## config.mk

```make
export PLATFORM = sky130hd
export DESIGN_NAME = jtframe_mcu_romrsp
export DESIGN_NICKNAME = d
export VERILOG_FILES = /design/src/rtl/jtframe_mcu_pkg.sv /design/src/rtl/jtframe_mcu_romline.sv /design/src/rtl/jtframe_mcu_romrsp.sv
export SDC_FILE = /design/constraint.sdc
export NUM_CORES = 1
export LEC_CHECK = 0
export ABC_AREA = 1
export CORE_MARGIN = 3
export CORE_UTILIZATION = 35
export DETAILED_ROUTE_END_ITERATION = 8
export PLACE_DENSITY = 0.58
export SLEW_MARGIN = 30
export SYNTH_ARGS = -nofsm -noshare
export SYNTH_HDL_FRONTEND = slang
export SYNTH_HIERARCHICAL = 1
export SYNTH_SLANG_ARGS = --single-unit
```

## constraint.sdc

```tcl
create_clock -name i_clk -period 1.8 [get_ports i_clk]
set_input_delay 0.27 -clock i_clk [delete_from_list [all_inputs] [get_ports i_clk]]
set_output_delay 0.27 -clock i_clk [all_outputs]
set_load 0.02 [all_outputs]
```

## src/rtl/jtframe_mcu_pkg.sv

```systemverilog
// Shared definitions for the MCU program-ROM responder.
//   state_t  : responder FSM encoding (IDLE, REQ, WAIT)
//   line_t   : one line-buffer record {valid, tag, data}; the tag field is
//              sized for the widest supported ROM and holds the word tag
//              zero-extended
//   byte_sel : little-endian byte pick from a 32-bit word
package jtframe_mcu_pkg;

  typedef enum logic [1:0] {
    ST_IDLE = 2'd0,
    ST_REQ  = 2'd1,
    ST_WAIT = 2'd2
  } state_t;

  localparam int LINE_TAGW = 30;

  typedef struct packed {
    logic                 valid;
    logic [LINE_TAGW-1:0] tag;
    logic [31:0]          data;
  } line_t;

  // Byte n of the word lives in bits [8n+7:8n].
  function automatic logic [7:0] byte_sel(input logic [31:0] word,
                                          input logic [1:0]  sel);
    logic [7:0] b;
    case (sel)
      2'd0:    b = word[7:0];
      2'd1:    b = word[15:8];
      2'd2:    b = word[23:16];
      default: b = word[31:24];
    endcase
    return b;
  endfunction

endpackage

```

## src/rtl/jtframe_mcu_romline.sv

```systemverilog
// One 32-bit line buffer of the MCU ROM responder: stores a word and its tag,
// compares the tag against the current ROM byte address and picks the byte.
// Ports:
//   i_clk, i_rst          clock, asynchronous active-high reset (line invalid)
//   i_we                  write the line (sets valid)
//   i_wr_tag, i_wr_data   word tag and word written on i_we
//   i_addr                current ROM byte address
//   o_hit                 line valid and tag matches i_addr[ROMW-1:2]
//   o_byte                byte i_addr[1:0] of the stored word
//   o_data                stored word (used to move a line into another)
module jtframe_mcu_romline
  import jtframe_mcu_pkg::*;
#(
  parameter int ROMW = 12
) (
  input  logic            i_clk,
  input  logic            i_rst,
  input  logic            i_we,
  input  logic [ROMW-3:0] i_wr_tag,
  input  logic [31:0]     i_wr_data,
  input  logic [ROMW-1:0] i_addr,
  output logic            o_hit,
  output logic [7:0]      o_byte,
  output logic [31:0]     o_data
);

  line_t r_line;

  always_ff @(posedge i_clk or posedge i_rst) begin
    if (i_rst) begin
      r_line <= '0;
    end else if (i_we) begin
      r_line.valid <= 1'b1;
      r_line.tag   <= LINE_TAGW'(i_wr_tag);
      r_line.data  <= i_wr_data;
    end
  end

  assign o_hit  = r_line.valid && (r_line.tag == LINE_TAGW'(i_addr[ROMW-1:2]));
  assign o_byte = byte_sel(r_line.data, i_addr[1:0]);
  assign o_data = r_line.data;

endmodule

```

## src/rtl/jtframe_mcu_romrsp.sv

```systemverilog
// Responder side of the MCU program-ROM bus. Serves byte fetches from a
// one-word line buffer and refills it from one SDRAM request slot.
// Optional feature macro: JTFRAME_MCU_ROMRSP_PREFETCH_EN adds a second line
// that speculatively fetches the word after the current one.
// Ports:
//   i_clk, i_rst      clock, asynchronous active-high reset
//   i_rom_cs          MCU requests the byte at i_rom_addr
//   i_rom_addr        ROM byte address (ROMW bits)
//   o_rom_data        byte at i_rom_addr while o_rom_ok, else last hit byte
//   o_rom_ok          combinational: i_rom_cs and the address hits a line
//   o_sdram_req       word request, held until i_sdram_ack
//   o_sdram_addr      OFFSET + word tag, modulo 2^SDRAMW
//   i_sdram_ack       request accepted (1-cycle pulse)
//   i_sdram_dst       i_sdram_data valid (1-cycle pulse)
//   i_sdram_data      little-endian 32-bit word
//   o_dbg_state       current FSM state
//
// SDRAM handshake: o_sdram_req/o_sdram_addr are stable from the cycle the
// request appears until the cycle i_sdram_ack is seen high; req drops on that
// edge. Data is taken on the first i_sdram_dst at or after the ack cycle
// (same-cycle ack+dst is a complete transaction). Only one request is ever
// outstanding, and an accepted request always completes and fills, even if
// the MCU has moved to another address.
module jtframe_mcu_romrsp
  import jtframe_mcu_pkg::*;
#(
  parameter int                ROMW   = 12,
  parameter int                SDRAMW = 22,
  parameter logic [SDRAMW-1:0] OFFSET = '0
) (
  input  logic              i_clk,
  input  logic              i_rst,
  input  logic              i_rom_cs,
  input  logic [ROMW-1:0]   i_rom_addr,
  output logic [7:0]        o_rom_data,
  output logic              o_rom_ok,
  output logic              o_sdram_req,
  output logic [SDRAMW-1:0] o_sdram_addr,
  input  logic              i_sdram_ack,
  input  logic              i_sdram_dst,
  input  logic [31:0]       i_sdram_data,
  output state_t            o_dbg_state
);

  localparam int TAGW = ROMW - 2;

  state_t            r_state, w_state_nx;
  logic              w_start, w_fill;
  logic              r_req;
  logic [SDRAMW-1:0] r_addr;
  logic [TAGW-1:0]   r_tag;
  logic [7:0]        r_last;

  logic [TAGW-1:0]   w_rom_tag, w_start_tag, w_main_tag;
  logic              w_hit_main, w_hit_any, w_miss, w_start_pf, w_main_we;
  logic [7:0]        w_byte_main, w_byte;
  logic [31:0]       w_main_wdata, w_unused_main_data;

  assign w_rom_tag = i_rom_addr[ROMW-1:2];

`ifdef JTFRAME_MCU_ROMRSP_PREFETCH_EN
  logic            r_kind_pf, r_pf_pend;
  logic [TAGW-1:0] r_pf_tag;
  logic            w_hit_pf, w_promote, w_fill_main, w_fill_pf;
  logic [7:0]      w_byte_pf;
  logic [31:0]     w_pf_data;

  assign w_fill_main = w_fill && !r_kind_pf;
  assign w_fill_pf   = w_fill && r_kind_pf;
  assign w_hit_any   = w_hit_main || w_hit_pf;
  assign w_byte      = w_hit_main ? w_byte_main : w_byte_pf;
  assign w_miss      = i_rom_cs && !w_hit_any;
  // A demand fill of the main line takes precedence over promotion.
  assign w_promote   = i_rom_cs && w_hit_pf && !w_hit_main && !w_fill_main;
  // Demand misses always go first; a promotion re-targets the prefetch, so
  // the stale pending tag is not issued in that cycle.
  assign w_start_pf  = r_pf_pend && !w_miss && !w_promote;
  assign w_start_tag = w_miss ? w_rom_tag : r_pf_tag;
  assign w_main_we   = w_fill_main || w_promote;
  assign w_main_tag  = w_fill_main ? r_tag : w_rom_tag;
  assign w_main_wdata = w_fill_main ? i_sdram_data : w_pf_data;

  always_ff @(posedge i_clk or posedge i_rst) begin
    if (i_rst) begin
      r_kind_pf <= 1'b0;
      r_pf_pend <= 1'b0;
      r_pf_tag  <= '0;
    end else begin
      if (w_start) r_kind_pf <= !w_miss;
      if (w_fill_main) begin
        r_pf_pend <= 1'b1;
        r_pf_tag  <= r_tag + 1'b1;
      end else if (w_promote) begin
        r_pf_pend <= 1'b1;
        r_pf_tag  <= w_rom_tag + 1'b1;
      end else if (w_start && !w_miss) begin
        r_pf_pend <= 1'b0;
      end
    end
  end

  jtframe_mcu_romline #(.ROMW(ROMW)) u_line_pf (
    .i_clk     (i_clk),
    .i_rst     (i_rst),
    .i_we      (w_fill_pf),
    .i_wr_tag  (r_tag),
    .i_wr_data (i_sdram_data),
    .i_addr    (i_rom_addr),
    .o_hit     (w_hit_pf),
    .o_byte    (w_byte_pf),
    .o_data    (w_pf_data)
  );
`else
  assign w_hit_any    = w_hit_main;
  assign w_byte       = w_byte_main;
  assign w_miss       = i_rom_cs && !w_hit_main;
  assign w_start_pf   = 1'b0;
  assign w_start_tag  = w_rom_tag;
  assign w_main_we    = w_fill;
  assign w_main_tag   = r_tag;
  assign w_main_wdata = i_sdram_data;
`endif

  jtframe_mcu_romline #(.ROMW(ROMW)) u_line_main (
    .i_clk     (i_clk),
    .i_rst     (i_rst),
    .i_we      (w_main_we),
    .i_wr_tag  (w_main_tag),
    .i_wr_data (w_main_wdata),
    .i_addr    (i_rom_addr),
    .o_hit     (w_hit_main),
    .o_byte    (w_byte_main),
    .o_data    (w_unused_main_data)
  );

  always_comb begin
    w_state_nx = r_state;
    w_start    = 1'b0;
    w_fill     = 1'b0;
    case (r_state)
      ST_IDLE: begin
        if (w_miss || w_start_pf) begin
          w_start    = 1'b1;
          w_state_nx = ST_REQ;
        end
      end
      ST_REQ: begin
        if (i_sdram_ack) begin
          if (i_sdram_dst) begin
            w_fill     = 1'b1;
            w_state_nx = ST_IDLE;
          end else begin
            w_state_nx = ST_WAIT;
          end
        end
      end
      ST_WAIT: begin
        if (i_sdram_dst) begin
          w_fill     = 1'b1;
          w_state_nx = ST_IDLE;
        end
      end
      default: w_state_nx = ST_IDLE;
    endcase
  end

  always_ff @(posedge i_clk or posedge i_rst) begin
    if (i_rst) begin
      r_state <= ST_IDLE;
      r_req   <= 1'b0;
      r_addr  <= '0;
      r_tag   <= '0;
      r_last  <= '0;
    end else begin
      r_state <= w_state_nx;
      if (w_start) begin
        r_req  <= 1'b1;
        r_tag  <= w_start_tag;
        r_addr <= OFFSET + SDRAMW'(w_start_tag);
      end else if (r_state == ST_REQ && i_sdram_ack) begin
        r_req <= 1'b0;
      end
      // rom_data keeps the last hit byte while the address misses.
      if (w_hit_any) r_last <= w_byte;
    end
  end

  assign o_rom_ok     = i_rom_cs && w_hit_any;
  assign o_rom_data   = w_hit_any ? w_byte : r_last;
  assign o_sdram_req  = r_req;
  assign o_sdram_addr = r_addr;
  assign o_dbg_state  = r_state;

endmodule

```

==> impl_results.md, run 1 <==
* Die width at 99.7 um
* Worst skew pair latency at 0.33 ns
* Worst Path Max Fanout at 9
* Internal power at 3730 uW
* Layout cells sized above 1 at 17.7%
* Worst min path class: primary input to asynchronous set/reset pin
* Die area at 9940 um2
* I/O pins at 83
* Crit end category: primary output
* Most numerous cell on the critical path: nand2_1
* Drt pass-1 iters at 4
* Commonest cells after routing, fill and taps aside: 174 x nand2_1, 64 x dfrtp_1, 54 x clkdlybuf4s50_1
* Overall routing resource usage at 15.8%
* Post-route setup slack at -0.233 ns
* Core area at 8380 um2
* Failing checks: setup timing
* Die height at 99.7 um
* H-tree levels at 3
* Starting density of the core at 36.7%
* Num rows at 33
* Starting DRT DRC Count at 139
* Final Skew at 0.00513 ns
* WP buf/inv at 4
* Global-route wire length before repair at 12.3 mm
* Synth Warn # at 6
* Crit path time final at 2.03 ns
* # nets final at 525
* RSZ-0062 raised after global routing: true
* TritonCTS buffer count at 9
* Vias per std cell at 4.47
* Final WL at 7.48 mm
* Sw Pwr at 2130 uW
* Pwr dens at 1360 nW/um2
* Worst Setup Start Kind: flip-flop
* Sequential share of power at 40.9%
* GRT met3 Usage at 5.12%
* Busiest grt layer: met2
* CTS clk-pin slew, worst paths at 0.07 ns
* Comb power frac at 38.3%
* Average size of a mapped cell at 8.04 um2
* Worst r2r src: u_line_main/r_line[38]
* Routing usage on met2 at 23.8%
* Via count at 2594
* MaxCap Viol Count at 0
* Cells on worst reg2reg path at 15
* Root buffer cell: clkbuf_8
* Max incr delay on CP at 0.40 ns
* Period Utilization, post-route at 113%
* Remaining DRCs at 0
* Reg2Reg Capture Point: o_dbg_state[0]
* Synthesis-to-layout area growth at 40.4%
* FF-to-FF setup slack at 0.01 ns
* Vias in the first global route at 2496
* Grt total ovfl at 0
* VDD IR max at 0.473 mV
* Hold Buf Count CTS at 0
* Final setup viols at 9
* GR Util met1 at 21.7%
* Routability cong. at 0.782
* Critical Path RT at 1.53 ns
* Arrival @ worst endpoint at 1.76 ns
* Post-DRT Antenna Nets at 0
* Slowest stage cell, crit path: dfrtp_1
* Leak pwr at 0.00218 uW
* Sw frac at 36.3%
* Post-DP HPWL at 5.30 mm
* Worst hold margin at 0.291 ns
* Commonest non-fill, non-tap cell in the layout: nand2_1
* Mapped Cells at 382
* Final Slew Violations at 0
* Largest net degree at the start of global routing at 44
* Critical path type: flip-flop to primary output
* Status: finished, violations left
* Max Freq at 492 MHz
* Worst path cell trace: nand2_1 -> nand2_1 -> inv_1 -> nand2_1 -> nor2_1 -> nand2_1 -> nor2_4 -> buf_6 -> inv_8 -> nand2_2 -> nand2_2 -> buf_6
* CTS sink cnt at 64
* Final Hold Fails at 0
* Power share of the clock group at 20.8%
* Diodes inserted at 0
* Crit-path leading delay family: simple AND/OR/NAND/NOR gates
* Mapped Area at 3070 um2
* Port Buffers at 70
* Core Util, Final at 51.5%
* Initial antenna violation count at 0
* Worst-case clock buffer depth at 2
* WL per Instance at 12.9 um
* CTS tree: yes
## worst reg2reg max path, delay by kind of cell, from the launching register on
| family | cells | cell delay [ns] |
|---|---|---|
| and+or+nand+nor | 11 | 0.88 |
| DFF | 1 | 0.40 |
| buffers and inverters | 4 | 0.46 |
## through the flow
stage | cell area (um2) | power (uW) | setup TNS [ns] | std cells | setup slack [ns]
final | 4310 | 5860 | -1.93 | 580 | -0.233
after global routing | 4310 | 6310 | -4.48 | 580 | -0.432
after CTS | 4230 | 5840 | -2.15 | 578 | -0.250
after detailed placement | 3980 | 4540 | -10.78 | 561 | -0.718
after global placement | 3980 | 4490 | -10.10 | 561 | -0.697
after floorplan | 3110 | 3700 | 0 | 393 | 0.180
## repair_timing
action | CTS | global route
cloned | 2 | 2
setup endpoints to repair | 17 | 22
setup buffers | 1 | 0
pin swaps | 2 | 4
resized for setup | 73 | 18
## worst max-delay path by stage
stage	cells past startpoint	slack [ns]	from	endpoint
after floorplan	9	0.18	o_dbg_state[0]	u_line_main/r_line[33]
after global placement	13	-0.70	i_rom_addr[2]	o_rom_data[1]
after detailed placement	6	-0.72	i_rom_addr[1]	o_rom_data[7]
after CTS	10	-0.25	u_line_main/r_line[37]	o_rom_data[0]
after global routing	12	-0.43	u_line_main/r_line[38]	o_rom_data[5]
final	12	-0.23	u_line_main/r_line[38]	o_rom_data[5]
## power by group through the flow
stage	Combinational, uW	Sequential, uW	Clock, uW
final	2240	2390	1220
after global routing	2520	2470	1330
after CTS	2190	2390	1260
after detailed placement	2140	2400	0
after global placement	2090	2400	0
after floorplan	1210	2500	0
## metal layers
metal / part of all wire [%] / up-vias
li1: - / 1320
met2: 46 / 74
met1: 47 / 1194
met3: 5.5 / 6
met5: 0 / -
met4: 1.1 / 0
## area by class of cell
cell class	count	area, um2
clock buffers	11	151
clock inverters	3	42.5
fillers	820	4070
inverters	46	180
multi-input cells	262	1290
flip-flops and latches	64	1600
well taps	105	131
repair buffers	89	916
## sequential cells by signal (all words and copies together), names as in the netlist
register	flops
u_line_main/o_data	32
u_line_main/r_line	11
o_dbg_state	2
o_sdram_addr	10
r_last	8
o_sdram_req	1
(Power assumes the default switching activity.)
==> inputs of run 2 (changes only) <==
- SKIP_LAST_GASP: unset -> 1
==> run 2 against run 1 <==
The flow still finishes with violations (setup timing). Routed wire length hardly changed. First-iteration DRC count rose by 4.3%. Combinational power about the same. Sequential cell count stayed put. Clock power barely moved. Final cell count did not move. Total power about the same. Die area unchanged. Via count increased by 0.23%. Setup slack gained 0.00080 ns. Clock skew rose by 0.0015 ns. Critical endpoint unchanged. Largest cell class unchanged. Largest power group unchanged.
==> impl_results.md, run 2 (same netlist as run 1, synthesis figures left out) <==
* Placed Instances at 561 (unchanged)
* Final WL at 7.48 mm (about the same)
* Post-route setup slack at -0.232 ns (+0.000796 ns)
* Overall routing resource usage at 15.8% (+0.044 points)
* Root buffer cell: clkbuf_8
* Final Skew at 0.00664 ns (+0.00151 ns)
* Worst min path class: primary input to asynchronous set/reset pin
* Die area at 9940 um2 (unchanged)
* Starting DRT DRC Count at 145 (+4.3%)
* Final Slew Violations at 0 (unchanged)
* Placed instance area at 3980 um2 (unchanged)
* CTS clk-pin slew, worst paths at 0.07 ns (about the same)
* Final Hold Fails at 0 (unchanged)
* TritonCTS buffer count at 9 (unchanged)
* Worst hold margin at 0.291 ns (+0.000117 ns)
* Starting density of the core at 36.7% (unchanged)
* Port Buffers at 70 (unchanged)
* Pwr dens at 1360 nW/um2 (about the same)
* Vias per std cell at 4.48 (+0.23%)
* Reg2Reg Capture Point: o_dbg_state[0]
* Routability cong. at 0.782 (unchanged)
* Power share of the clock group at 20.8% (about the same)
* Drt pass-1 iters at 4 (unchanged)
* Leak pwr at 0.00218 uW (unchanged)
* Num rows at 33 (unchanged)
* Worst Path Max Fanout at 9 (unchanged)
* VDD IR max at 0.473 mV (about the same)
* MaxCap Viol Count at 0 (unchanged)
* H-tree levels at 3 (unchanged)
* Comb power frac at 38.3% (about the same)
* Arrival @ worst endpoint at 1.76 ns (about the same)
* Diodes inserted at 0 (unchanged)
* Die height at 99.7 um (unchanged)
* Sw Pwr at 2130 uW (about the same)
* Die width at 99.7 um (unchanged)
* Setup Slack @ Placement at -0.718 ns (unchanged)
* Core area at 8380 um2 (unchanged)
* Commonest cells after routing, fill and taps aside: 174 x nand2_1, 64 x dfrtp_1, 54 x clkdlybuf4s50_1
* Final setup viols at 9 (unchanged)
* Remaining DRCs at 0 (unchanged)
* Fin cells at 580 (unchanged)
* Grt total ovfl at 0 (unchanged)
* Global-route wire length before repair at 12.3 mm (+0.28%)
* Cells on worst reg2reg path at 15 (unchanged)
* Crit end category: primary output
* Commonest non-fill, non-tap cell in the layout: nand2_1
* Initial antenna violation count at 0 (unchanged)
* Max Freq at 492 MHz (about the same)
* Critical Path RT at 1.53 ns (about the same)
* CTS tree: yes
* RSZ-0062 raised after global routing: true
* Largest net degree at the start of global routing at 44 (unchanged)
* FF-to-FF setup slack at 0.01 ns (about the same)
* Synthesis-to-layout area growth at 40.4% (unchanged)
* Fin area at 4310 um2 (unchanged)
* Sequential share of power at 40.9% (about the same)
* # nets final at 525 (unchanged)
* Post-DP HPWL at 5.30 mm (unchanged)
* Max reg flops at 32 (unchanged)
* Period Utilization, post-route at 113% (about the same)
* Worst r2r src: u_line_main/r_line[38]
* Layout cells sized above 1 at 17.7% (unchanged)
* Worst-case clock buffer depth at 2 (unchanged)
* Vias in the first global route at 2503 (+0.28%)
* Crit path time final at 2.03 ns (-0.000796 ns)
* Worst Setup Start Kind: flip-flop
* Hold Buf Count CTS at 0 (unchanged)
* CTS sink cnt at 64 (unchanged)
* I/O pins at 83 (unchanged)
* WL per Instance at 12.9 um (about the same)
* Internal power at 3730 uW (about the same)
* Via count at 2600 (+0.23%)
* Failing checks: setup timing
* Critical path type: flip-flop to primary output
* Core Util, Final at 51.5% (unchanged)
* Sw frac at 36.3% (about the same)
* Worst skew pair latency at 0.33 ns (about the same)
* Post-DRT Antenna Nets at 0 (unchanged)
* Status: finished, violations left
[run 2: cell counts in the layout (fill, tap and decap cells not counted)]
No cell type changed its count.
[run 2: per-layer routing]
metal	GRT usage (%)	vias up	wire, um
met5	0	-	0
met4	4.52	0	102
met3	5.12	8	362
met2	24.0	71	3460
met1	21.7	1201	3560
li1	-	1320	-
[run 2: worst max path at each step]
stage | start | end | slack [ns] | cells after the start
floorplan | o_dbg_state[0] | u_line_main/r_line[33] | 0.18 | 9
global placement | i_rom_addr[2] | o_rom_data[1] | -0.70 | 13
detailed placement | i_rom_addr[1] | o_rom_data[7] | -0.72 | 6
CTS | u_line_main/r_line[37] | o_rom_data[7] | -0.25 | 10
global route | u_line_main/r_line[38] | o_rom_data[5] | -0.43 | 12
finish | u_line_main/r_line[38] | o_rom_data[5] | -0.23 | 12
[run 2: cell type report]
type	instances	area, um2
Clock buffer	11	151
Clock inverter	3	42.5
Fill cell	820	4070
Inverter	46	180
Multi-Input combinational cell	262	1290
Sequential cell	64	1600
Tap cell	105	131
Timing Repair Buffer	89	916
[run 2: critical path: stages, from the launching register on]
cell and delay, ns:
dfrtp_1 0.40, nand2_1 0.07, nand2_1 0.05, inv_1 0.06
nand2_1 0.06, nor2_1 0.11, nand2_1 0.09, nor2_4 0.13
buf_6 0.16, inv_8 0.06, nand2_2 0.06, nand2_2 0.06
buf_6 0.13
[run 2: what timing repair did]
action	CTS	global route
pin swaps	2	4
resized for setup	72	19
setup endpoints to repair	17	22
hold endpoints to repair	0	0
cloned	2	2
buffers inserted	1	0
[run 2: stage by stage]
stage,power [uW],setup TNS (ns)
2_1_floorplan,3700,0
3_3_place_gp,4490,-10.10
3_5_place_dp,4540,-10.78
4_1_cts,5840,-2.15
5_1_grt,6310,-4.50
6_report,5860,-1.92
[run 2: power by group through the flow]
stage / logic (uW) / registers (uW) / clock network [uW]
detailed placement: 2140 / 2400 / 0
floorplan: 1210 / 2500 / 0
global placement: 2090 / 2400 / 0
global route: 2520 / 2470 / 1330
CTS: 2190 / 2390 / 1260
finish: 2240 / 2400 / 1220
